--- config.mk ---
export PLATFORM = sky130hd
export DESIGN_NAME = score_event_arbiter
export DESIGN_NICKNAME = d
export VERILOG_FILES = /design/src/rtl/rhythm_pkg.sv /design/src/rtl/lane_fifo.sv /design/src/rtl/score_event_arbiter.sv
export SDC_FILE = /design/constraint.sdc
export NUM_CORES = 1
export LEC_CHECK = 0
export BUFFER_PORTS_ARGS = -buffer_cell sky130_fd_sc_hd__buf_2
export CORE_UTILIZATION = 55
export CTS_CLUSTER_DIAMETER = 100
export DETAILED_ROUTE_END_ITERATION = 7
export PLACE_DENSITY_LB_ADDON = 0.12
export SETUP_SLACK_MARGIN = 0.15
export SLEW_MARGIN = 30
export SYNTH_ARGS = -nofsm -noshare
export SYNTH_HDL_FRONTEND = slang
export SYNTH_HIERARCHICAL = 1
export SYNTH_SLANG_ARGS = --single-unit
--- constraint.sdc ---
create_clock -name clk -period 8.3 [get_ports clk]
set_input_delay 0.83 -clock clk [delete_from_list [all_inputs] [get_ports clk]]
set_output_delay 0.83 -clock clk [all_outputs]
set_load 0.01 [all_outputs]
--- src/rtl/rhythm_pkg.sv ---
// Shared types and defaults for the rhythm-game scoring path.
// Lane indices are sized for the largest supported lane count.
package rhythm_pkg;

   localparam int NLANES_DEF     = 4;
   localparam int FIFO_DEPTH_DEF = 4;
   localparam int COMBO_W_DEF    = 8;
   localparam int LANE_MAX       = 8;

   typedef logic [2:0] lane_idx_t;

   typedef enum logic {
      EVT_SHORT = 1'b0,
      EVT_LONG  = 1'b1
   } evt_t;

   // First requesting lane at or above start, wrapping at nlanes; start if none.
   function automatic lane_idx_t rr_pick(input logic [LANE_MAX-1:0] req,
                                         input lane_idx_t           start,
                                         input int                  nlanes);
      lane_idx_t cand;
      lane_idx_t pick;
      logic      found;
      cand  = start;
      pick  = start;
      found = 1'b0;
      for (int k = 0; k < LANE_MAX; k++) begin
         if (k < nlanes) begin
            if (!found && req[cand]) begin
               pick  = cand;
               found = 1'b1;
            end
            cand = (int'(cand) == nlanes - 1) ? '0 : cand + 3'd1;
         end
      end
      return pick;
   endfunction

endpackage

--- src/rtl/lane_fifo.sv ---
// One-bit-wide event FIFO for a single lane; a push into a full FIFO is
// accepted when the same cycle also pops it.
module lane_fifo #(
   parameter int DEPTH = 4
) (
   input  logic clk,
   input  logic resetn,
   input  logic push,
   input  logic pop,
   input  logic din,
   output logic dout,
   output logic empty,
   output logic full
);

   localparam int AW = $clog2(DEPTH);

   // Extra MSB on each pointer separates full from empty when addresses match.
   logic [AW:0]      wr_ptr;
   logic [AW:0]      rd_ptr;
   logic [DEPTH-1:0] mem;
   logic             do_push;
   logic             do_pop;

   assign empty   = (wr_ptr == rd_ptr);
   assign full    = (wr_ptr[AW-1:0] == rd_ptr[AW-1:0]) && (wr_ptr[AW] != rd_ptr[AW]);
   assign do_pop  = pop && !empty;
   assign do_push = push && (!full || do_pop);
   assign dout    = mem[rd_ptr[AW-1:0]];

   // NOTE: storage is deliberately not reset; the pointers alone decide which
   // entries are valid, so clearing them empties the FIFO.
   always_ff @(posedge clk) begin
      if (do_push) mem[wr_ptr[AW-1:0]] <= din;
   end

   // NOTE: sequential state is written with <= so every flop samples the
   // pre-edge values, independent of statement order.
   always_ff @(posedge clk or negedge resetn) begin
      if (!resetn) begin
         wr_ptr <= '0;
         rd_ptr <= '0;
      end else begin
         if (do_push) wr_ptr <= wr_ptr + (AW+1)'(1);
         if (do_pop)  rd_ptr <= rd_ptr + (AW+1)'(1);
      end
   end

endmodule

--- src/rtl/score_event_arbiter.sv ---
// Serialises per-lane note hits into the scoreboard's one-event-per-cycle
// increment/islong interface and tracks the combo streak.
module score_event_arbiter
   import rhythm_pkg::*;
#(
   parameter int NLANES  = NLANES_DEF,
   parameter int DEPTH   = FIFO_DEPTH_DEF,
   parameter int COMBO_W = COMBO_W_DEF
) (
   input  logic                      clk,
   input  logic                      resetn,
   input  logic [NLANES-1:0]         hit_req,
   input  logic [NLANES-1:0]         hit_long,
   input  logic [NLANES-1:0]         miss,
   input  logic                      hold,
   output logic                      increment,
   output logic                      islong,
   output logic [$clog2(NLANES)-1:0] grant_lane,
   output logic [COMBO_W-1:0]        combo,
   output logic                      overflow,
   output logic                      busy
);

   localparam int LW = $clog2(NLANES);

   logic [NLANES-1:0]   empty;
   logic [NLANES-1:0]   full;
   logic [NLANES-1:0]   head;
   logic [NLANES-1:0]   pop;
   logic [NLANES-1:0]   drop;
   logic [LANE_MAX-1:0] req_vec;
   logic [LANE_MAX-1:0] head_vec;
   lane_idx_t           rr_ptr;
   lane_idx_t           grant_idx;
   lane_idx_t           rr_next;
   logic                grant_vld;

   assign busy = |(~empty);

   // NOTE: every always_comb output gets a default before any partial or
   // conditional assignment, so no latch can be inferred.
   always_comb begin
      req_vec                = '0;
      head_vec               = '0;
      req_vec[NLANES-1:0]    = ~empty;
      head_vec[NLANES-1:0]   = head;
      grant_vld              = !hold && busy;
      grant_idx              = rr_pick(req_vec, rr_ptr, NLANES);
      rr_next                = (int'(grant_idx) == NLANES - 1) ? '0 : grant_idx + 3'd1;
   end

   for (genvar i = 0; i < NLANES; i++) begin : g_lane
      assign pop[i]  = grant_vld && (grant_idx == lane_idx_t'(i));
      // A full lane still takes the push when the arbiter drains it this cycle.
      assign drop[i] = hit_req[i] && full[i] && !pop[i];

      lane_fifo #(
         .DEPTH(DEPTH)
      ) u_fifo (
         .clk   (clk),
         .resetn(resetn),
         .push  (hit_req[i]),
         .pop   (pop[i]),
         .din   (hit_long[i]),
         .dout  (head[i]),
         .empty (empty[i]),
         .full  (full[i])
      );
   end

   always_ff @(posedge clk or negedge resetn) begin
      if (!resetn) begin
         rr_ptr     <= '0;
         increment  <= 1'b0;
         islong     <= 1'b0;
         grant_lane <= '0;
         combo      <= '0;
         overflow   <= 1'b0;
      end else begin
         increment  <= grant_vld;
         islong     <= grant_vld && (evt_t'(head_vec[grant_idx]) == EVT_LONG);
         grant_lane <= grant_vld ? grant_idx[LW-1:0] : '0;
         if (grant_vld) rr_ptr <= rr_next;

         // A miss in the same cycle as a pop leaves the streak at zero.
         if (|miss)
            combo <= '0;
         else if (grant_vld && (combo != '1))
            combo <= combo + COMBO_W'(1);

         if (|drop) overflow <= 1'b1;
      end
   end

endmodule

==> results.json <==
{
  "critical_path_buf_inv_count": 3,
  "areaGrowthSynthToFinish_pct": 7.63,
  "final.setup.tns_ns": 0,
  "drc": 0,
  "grt_pass1_wl_mm": 11.9,
  "syn_area_per_cell_sq_um": 10.8,
  "clk-insertion-delay-late_ns": 0.31,
  "slew_viol_final": 0,
  "final_nets": 405,
  "clock-root-buffer": "clkbuf_8",
  "slowest_delay_ns": 0.64,
  "synth-main-ff-cell": "dfrtp_1",
  "viasPerCell": 5.96,
  "fin_crit_ns": 4.31,
  "synth_cells": 339,
  "p_leak_nw": 1.72,
  "core_sq_mm": 0.00639,
  "cp.required_ns": 8.38,
  "clock_sinks": 56,
  "die_w_um": 83.5,
  "wl_mm": 7.08,
  "ys_types": 62,
  "dieArea_sq_mm": 0.00698,
  "grt_overflow": 0,
  "ys_async_sr_fraction": 0.714,
  "setup_viol": 0,
  "ys_seq_elements": 56,
  "start_util": 0.572,
  "portBuffers": 28,
  "status": "finished, final reports clean",
  "place_hpwl_mm": 5.22,
  "numCtsBuffers": 5,
  "diodes": 0,
  "synth_area_leaders": "dfrtp_1 27%, edfxtp_1 13%, ha_1 8.6%",
  "ys_seq_area_frac": 0.405,
  "dieHeight_um": 83.5,
  "drt_iter0_drc": 247,
  "pwr_density_cell_mw_per_mm2": 402,
  "final_cell_area_sq_mm": 0.00394,
  "cp_cell_sequence": "xor2_2 -> nor3_1 -> inv_1 -> o311ai_2 -> nor3b_1 -> a311oi_1 -> o21a_4 -> inv_6 -> ha_1 -> nand2_1 -> inv_1 -> or4_1 -> and3_1",
  "tightestPinTransition_ns": 0.745,
  "rsz0062_at_grt": "false",
  "cts_setup_buffers": 0,
  "clock.fmax_mhz": 232,
  "clock_path_buffers": 2,
  "ios": 29,
  "htreeDepth": 2,
  "synth_top_area_frac": 0.274,
  "worst-setup-path-type": "flip-flop to flip-flop",
  "worst_clock_skew_ns": 0.00725,
  "synthesis.nets": 379,
  "crit_slowest_cell": "nor3_1",
  "gp_congestion": 0.923,
  "finalCritPeriodShare": 0.519,
  "final-hold-violation-count": 0,
  "hold_buffers": 0,
  "dr.pass1.iters": 5,
  "cts_tree": "built",
  "syn_area_sq_mm": 0.00366,
  "synth_area_leader_cell": "dfrtp_1",
  "end_kind": "flip-flop",
  "cp.arrival_ns": 4.39,
  "cp-start-kind": "flip-flop",
  "grt.total_usage": 0.214,
  "synth_edf_count": 16,
  "path_delay_family": "simple AND/OR/NAND/NOR gates",
  "synth_warnings": 6,
  "place_area_sq_mm": 0.00383,
  "ant_nets": 0,
  "num_vias": 2641,
  "reg2reg_slack_ns": 3.99,
  "hold_path.class": "input pin to asynchronous set/reset pin",
  "antenna_found_initial": 0,
  "vdd_drop_max_mv": 0.205,
  "max_cap_viol_count": 0,
  "grt_max_degree": 41,
  "cts_resized": 0,
  "crit_fanout": 7,
  "slew_headroom": 0.500,
  "grt_pass1_vias": 2496,
  "timing.critical_path.mode_cell": "inv_1",
  "clkTransAtPathRegs_ns": 0.09,
  "row_count": 29,
  "drive_above_1_share": 0.178,
  "wl_per_cell_um": 16.0
}
==> through the flow <==
step                      hold slack, ns   util  worst slack [ns]  power, mW  instances
after floorplan                    0.502      -              4.56       1.23        339
after global placement             0.519  0.600              4.15       1.39        435
after detailed placement           0.527  0.600              4.02       1.41        435
after CTS                          0.540  0.616              3.98       1.59        443
after global routing               0.516  0.616              3.76       1.72        443
final                              0.477  0.616              3.99       1.58        443
==> cell families (layout without fill, tap and decap cells) <==
kind of cell             Yosys count  in the layout  synth area share
AO/OA/AOI/OAI                     65             65             0.151
AND/OR/NAND/NOR                  107            107             0.155
flip-flops                        56             56             0.405
buffers and inverters             37             64            0.0472
adder cells (fa/ha/maj)           26             26            0.0886
XOR/XNOR                          30             30            0.0821
multiplexers                      18             18            0.0715
==> worst register-to-register path: stages, from the launching register on <==
cell and delay (ns):
dfrtp_1 0.47, xor2_2 0.25, nor3_1 0.64, inv_1 0.25
o311ai_2 0.52, nor3b_1 0.11, a311oi_1 0.34, o21a_4 0.24
inv_6 0.04, ha_1 0.21, nand2_1 0.09, inv_1 0.11
or4_1 0.58, and3_1 0.22
==> layer usage <==
metal  wire (um)  vias up  part of all wire  track usage
li1            -     1289                 -            -
met1        3280     1286              0.46        0.289
met5           0        -                 0            0
met2        3470       55              0.49        0.357
met4         117        0             0.017       0.0647
met3         212       11             0.030       0.0346
==> synthesized netlist by cell type (all sizes together), types with 5 or more instances <==
library cell / n
inv: 28
o31ai: 5
mux4: 5
or4: 10
buf: 9
o21ai: 9
o211ai: 7
and2: 6
nand2: 21
ha: 25
nand3: 7
xor2: 16
mux2: 9
dfrtp: 40
nor2: 26
o41ai: 8
xnor2: 14
and3: 15
edfxtp: 16
o311ai: 10
or2: 5
==> placed cells by master, fill, tap and decap left out, types with 6 or more instances in the layout <==
cell,count
and2_1,6
o41ai_1,7
inv_1,26
nand3_1,7
o311ai_0,7
ha_1,25
and3_1,14
edfxtp_1,16
or4_1,10
dfrtp_1,40
o211ai_1,7
nor2_1,26
buf_2,27
xnor2_1,14
o21ai_0,7
xor2_1,11
nand2_1,21
==> worst paths after layout <==
kind / from / endpoint / cells past startpoint
worst max register to register: g_lane[3].u_fifo/rd_ptr[0] / g_lane[3].u_fifo/mem[1] / 13
min in group clk: g_lane[3].u_fifo/rd_ptr[2] / g_lane[3].u_fifo/rd_ptr[2] / 1
worst max-delay path: g_lane[3].u_fifo/rd_ptr[0] / g_lane[3].u_fifo/mem[1] / 13
worst min register to register: g_lane[3].u_fifo/rd_ptr[2] / g_lane[3].u_fifo/rd_ptr[2] / 1
worst min-delay path: resetn / g_lane[2].u_fifo/wr_ptr[1] / 1
max in group asynchronous: resetn / g_lane[1].u_fifo/rd_ptr[0] / 1
==> where the power goes <==
part           switching (mW)  leakage, nW  internal (mW)  total, mW
Combinational           0.543         1.03          0.379      0.922
Clock                  0.0869       0.0534         0.0776      0.165
Sequential              0.120        0.644          0.377      0.496
Total                   0.750         1.72          0.833       1.58
==> area by class of cell <==
type,count,area [sq um]
clock buffer,7,97.6
inverter,28,110
multi-input combinational,246,2000
clock inverter,1,5.00
timing repair buffer,28,143
fill,565,2450
tap,77,96.3
sequential,56,1480
==> registers in the layout, indices dropped and copies added (netlist names) <==
register	count
g_lane.u_fifo/wr_ptr	12
increment	1
islong	1
rr_ptr	3
overflow	1
combo	8
g_lane.u_fifo/mem	16
grant_lane	2
g_lane.u_fifo/rd_ptr	12
No activity file was read; power rests on OpenSTA's default activity.
